==> src/rtl/command_fifo.sv <==
// Buffers command words from the decoder and replays them as single-cycle pulses spaced by GAP_CYCLES.
// Latency: a word written to an empty FIFO pulses two cycles after its write strobe. Overflow is a sticky drop flag.
// Backpressure: i_hold stalls pops. Optional CMD_FIFO_SYNC_RELEASE_EN gates release to budgets loaded on i_sync.
module command_fifo #(
    parameter int WIDTH      = 32,
    parameter int DEPTH_LOG2 = 4,
    parameter int GAP_CYCLES = 4
) (
    input  logic                  i_command_clk,
    input  logic                  i_reset,
    input  logic                  i_command,
    input  logic [WIDTH-1:0]      i_command_data,
    input  logic                  i_hold,
    input  logic                  i_overflow_clear,
    input  logic                  i_sync,
    output logic                  o_command,
    output logic [WIDTH-1:0]      o_command_data,
    output logic [DEPTH_LOG2:0]   o_level,
    output logic                  o_empty,
    output logic                  o_full,
    output logic                  o_overflow
);

    localparam int DEPTH = 2 ** DEPTH_LOG2;
    localparam int GAP_W = (GAP_CYCLES > 1) ? $clog2(GAP_CYCLES) : 1;

    localparam logic [DEPTH_LOG2:0]   LEVEL_MAX = (DEPTH_LOG2 + 1)'(DEPTH);
    localparam logic [DEPTH_LOG2:0]   LEVEL_ONE = (DEPTH_LOG2 + 1)'(1);
    localparam logic [DEPTH_LOG2-1:0] PTR_ONE   = DEPTH_LOG2'(1);
    localparam logic [GAP_W-1:0]      GAP_LOAD  = GAP_W'(GAP_CYCLES - 1);
    localparam logic [GAP_W-1:0]      GAP_ONE   = GAP_W'(1);

    logic [WIDTH-1:0]      mem [DEPTH];
    logic [DEPTH_LOG2-1:0] wr_ptr;
    logic [DEPTH_LOG2-1:0] rd_ptr;
    logic [GAP_W-1:0]      gap_cnt;
    logic [DEPTH_LOG2:0]   level_nxt;
    logic                  pop;
    logic                  push;
    logic                  drop;
    logic                  release_ok;

`ifdef CMD_FIFO_SYNC_RELEASE_EN
    logic [DEPTH_LOG2:0] budget;

    // Budget snapshots the post-edge level so a word written alongside i_sync joins this batch.
    always_ff @(posedge i_command_clk) begin
        if (i_reset) begin
            budget <= '0;
        end else if (i_sync) begin
            budget <= level_nxt;
        end else if (pop) begin
            budget <= budget - LEVEL_ONE;
        end
    end

    assign release_ok = (budget != '0);
`else
    logic unused_sync;
    assign unused_sync = i_sync;
    assign release_ok  = 1'b1;
`endif

    // Pop decisions use the registered level, so a write into an empty FIFO cannot pop the same cycle.
    always_comb begin
        pop       = (o_level != '0) && !i_hold && (gap_cnt == '0) && release_ok;
        push      = i_command && (!o_full || pop);
        drop      = i_command && o_full && !pop;
        level_nxt = o_level;
        if (push && !pop) begin
            level_nxt = o_level + LEVEL_ONE;
        end else if (pop && !push) begin
            level_nxt = o_level - LEVEL_ONE;
        end
    end

    always_ff @(posedge i_command_clk) begin
        if (push) begin
            mem[wr_ptr] <= i_command_data;
        end
    end

    always_ff @(posedge i_command_clk) begin
        if (i_reset) begin
            wr_ptr         <= '0;
            rd_ptr         <= '0;
            gap_cnt        <= '0;
            o_level        <= '0;
            o_empty        <= 1'b1;
            o_full         <= 1'b0;
            o_command      <= 1'b0;
            o_command_data <= '0;
            o_overflow     <= 1'b0;
        end else begin
            o_level   <= level_nxt;
            o_empty   <= (level_nxt == '0);
            o_full    <= (level_nxt == LEVEL_MAX);
            o_command <= pop;
            if (push) begin
                wr_ptr <= wr_ptr + PTR_ONE;
            end
            if (pop) begin
                o_command_data <= mem[rd_ptr];
                rd_ptr         <= rd_ptr + PTR_ONE;
                gap_cnt        <= GAP_LOAD;
            end else if (gap_cnt != '0) begin
                gap_cnt <= gap_cnt - GAP_ONE;
            end
            if (drop) begin
                o_overflow <= 1'b1;
            end else if (i_overflow_clear) begin
                o_overflow <= 1'b0;
            end
        end
    end

endmodule
==> config.mk <==
export PLATFORM = sky130hd
export DESIGN_NAME = command_fifo
export DESIGN_NICKNAME = d
export VERILOG_FILES = /design/src/rtl/command_fifo.sv
export SDC_FILE = /design/constraint.sdc
export NUM_CORES = 1
export LEC_CHECK = 0
export ABC_AREA = 1
export CAP_MARGIN = 20
export CORE_ASPECT_RATIO = 0.8
export CORE_MARGIN = 2
export CORE_UTILIZATION = 40
export DETAILED_ROUTE_END_ITERATION = 10
export SYNTH_ARGS = -nofsm -noshare
export SYNTH_HDL_FRONTEND = slang
export SYNTH_SLANG_ARGS = --single-unit
==> constraint.sdc <==
create_clock -name i_command_clk -period 3.84 [get_ports i_command_clk]
set_input_delay 0.384 -clock i_command_clk [delete_from_list [all_inputs] [get_ports i_command_clk]]
set_output_delay 0.384 -clock i_command_clk [all_outputs]
set_load 0.01 [all_outputs]
==> flow_summary.ini <==
[detailed_routing]
met1_length_mm = 24.3
routed-wl-met3_mm = 2.54
drt_iter0_drc = 1125
wl_met2_mm = 24.4
drcViolationCount = 0
vias_per_cell = 5.26
top_layer_used = met4
drtAntennaViolNets = 0
wl_per_cell_um = 19.9
drt_pass1_iterations = 5
wirelength_mm = 52.5
num_vias = 13900

[yosys]
synth_area_leader_cell = edfxtp_1
yosys-top-cells-count = edfxtp_1, nor2_1, o21ai_0
avgSynthCellArea_um2 = 12.5
post-synth-top-area-fraction_pct = 68.8
yosys_most_used_dff = edfxtp_1
syn_area_mm2 = 0.0224
yosysWarnings = 0
async_flop_share_pct = 0
ys_ff_latch = 563
synthDistinctLibCells = 26
synth_cells = 1792
synth_nets = 1839
ys_seq_area_share_pct = 73.3
synth_edf_count = 512
netlist_top_cells_area = edfxtp_1, nor2_1, o21ai_0
yosysMostFrequentCell = edfxtp_1

[timing]
relSlewSlack_pct = 11.0
hold_slack_ns = 0.445
final.setup.tns_ns = 0
fmax_ghz = 0.335
hold_viol_final = 0
finalSetupViolations = 0
period_minus_slack_ns = 2.99
slew_viol_final = 0
skew_ns = 0.0173
worstMarginPinSlew_ns = 1.34
rsz0062_at_grt = no
min_period_over_period_pct = 77.8

[die]
die-height_um = 215
num_rows = 77
die_area_mm2 = 0.0578
die_w_um = 268
coreArea_mm2 = 0.0552
initial_utilization_pct = 40.5
boundaryPins = 79

[clocking]
cts_setup_buffers = 0
cts_buffers = 55
cts_root_buf = clkbuf_16
insertion_delay_ns = 0.60
cts_tree = done
postCtsHoldBufs = 0
htreeDepth = 2
clockBufferDepth = 3
path_clk_slew_ns = 0.06
cts_sinks = 563
ctsResizeCount = 0

[worst_setup_path]
reg2reg_depth = 12
crit_path_max_fanout = 15
cp.depth = 12
cp_cell_sequence = inv_1, ha_1, inv_1, nor2_1, nand2_1, nand3_4, nand2_1, nand2_1, inv_1, nand2_1, nor2_4, buf_4
slowest_stage = nor2_4
crit_type = reg2reg
critical-path-max-stage-delay_ns = 0.55
crit_family = simple AND/OR/NAND/NOR gates
required_ns = 4.12
critPathLaunchType = flip-flop
worst_setup_path_end_kind = flip-flop
crit_buf_inv = 4
crit_top_cell = nand2_1
crit_arrival_ns = 3.27

[job]
max-cap-violations = 0

[cells_and_area]
drive_gt1_share_pct = 7.82
final_area_mm2 = 0.0258
syn_to_final_growth_pct = 15.5
final_nets = 1896
insertedDiodeCount = 0

[global_routing]
grt_overflow = 0
grt_max_degree = 216
grt_pass1_vias = 13400
gr-usage-all-layers_pct = 18.1
grt_pass1_wl_mm = 79.8
antenna_found_initial = 0

[hold_path]
whs_path_depth = 4
hold_path_class = in2reg

[power]
ir_drop_uv = 408
power.density_mw_per_mm2 = 589
p_leak_uw = 0.00859

[place]
dp_hpwl_mm = 27.7
place_area_mm2 = 0.0241
io_buffers = 77
gp_congestion = 0.751

[run_status]
status = finished clean
## cell type report
cell class / instances / area, um2
sequential: 563 / 16400
timing repair buffer: 117 / 1210
tap: 750 / 938
inverter: 123 / 469
fill: 4841 / 29400
clock buffer: 69 / 1460
multi-input combinational: 989 / 5050
clock inverter: 32 / 283
## where the power goes
group / total [uW] / switching [uW] / internal [uW]
sequential: 7060 / 122 / 6940
combinational: 2890 / 1870 / 1020
clock: 5250 / 2230 / 3020
total: 15200 / 4230 / 11000
## logic make-up after synthesis
kind of cell	after synthesis	share of synthesized area, %
buffers and inverters	240	4.61
adder cells (fa/ha/maj)	9	0.504
flip-flops	563	73.3
AO/OA/AOI/OAI	464	11.8
AND/OR/NAND/NOR	511	9.52
XOR/XNOR	5	0.196
## cells in the final DEF, fill, tap and decap left out, types with 2 or more instances in the layout
master	instances
o21ai_1	47
nor2_4	16
clkbuf_8	3
nand2_1	35
a21oi_1	72
nor2_1	311
ha_1	9
clkinv_2	14
inv_6	2
clkbuf_16	55
bufinv_16	5
nand4_1	4
dfxtp_2	2
edfxtp_1	512
clkdlybuf4s50_1	77
o21ai_0	216
dfxtp_1	47
o211ai_1	129
clkbuf_1	11
dfxtp_4	2
xor2_1	4
inv_2	4
inv_1	117
buf_12	11
buf_4	29
clkinv_1	11
nand3_1	140
## final timing paths
path               startpoint          to  slack (ns)
min reg2reg        o_overflow  o_overflow        0.48
min          i_overflow_clear  o_overflow        0.45
max                o_level[0]  mem[5][29]        0.85
max reg2reg        o_level[0]  mem[5][29]        0.85
## worst reg2reg max path, cell delays in order (launching register included)
cell and delay, ns:
dfxtp_1 0.40, inv_1 0.12, ha_1 0.21, inv_1 0.05, nor2_1 0.04, nand2_1 0.14, nand3_4 0.15, nand2_1 0.09
nand2_1 0.18, inv_1 0.18, nand2_1 0.24, nor2_4 0.56, buf_4 0.33
## per-layer routing
| metal | vias up | track usage, % |
|---|---|---|
| li1 | 6604 | - |
| met1 | 6916 | 25.5 |
| met2 | 314 | 29.0 |
| met3 | 81 | 2.60 |
| met4 | 0 | 5.83 |
| met5 | - | 0 |
## through the flow
step / total power (uW) / worst slack, ns / util [%] / cells
final: 15200 / 0.852 / 46.8 / 2643
after detailed placement: 10100 / 0.857 / 43.6 / 2542
after global routing: 15900 / 0.634 / 46.8 / 2643
after CTS: 15300 / 0.827 / 46.8 / 2643
after global placement: 10100 / 0.829 / 43.6 / 2542
after floorplan: 9180 / 0.612 / - / 1792
## state kept, by name (all words and copies together), names as in the netlist
register / count
gap_cnt: 2
mem: 512
o_command: 1
o_command_data: 32
o_empty: 1
o_full: 1
o_level: 5
o_overflow: 1
rd_ptr: 4
wr_ptr: 4
Power figures use the tool's default switching activity.
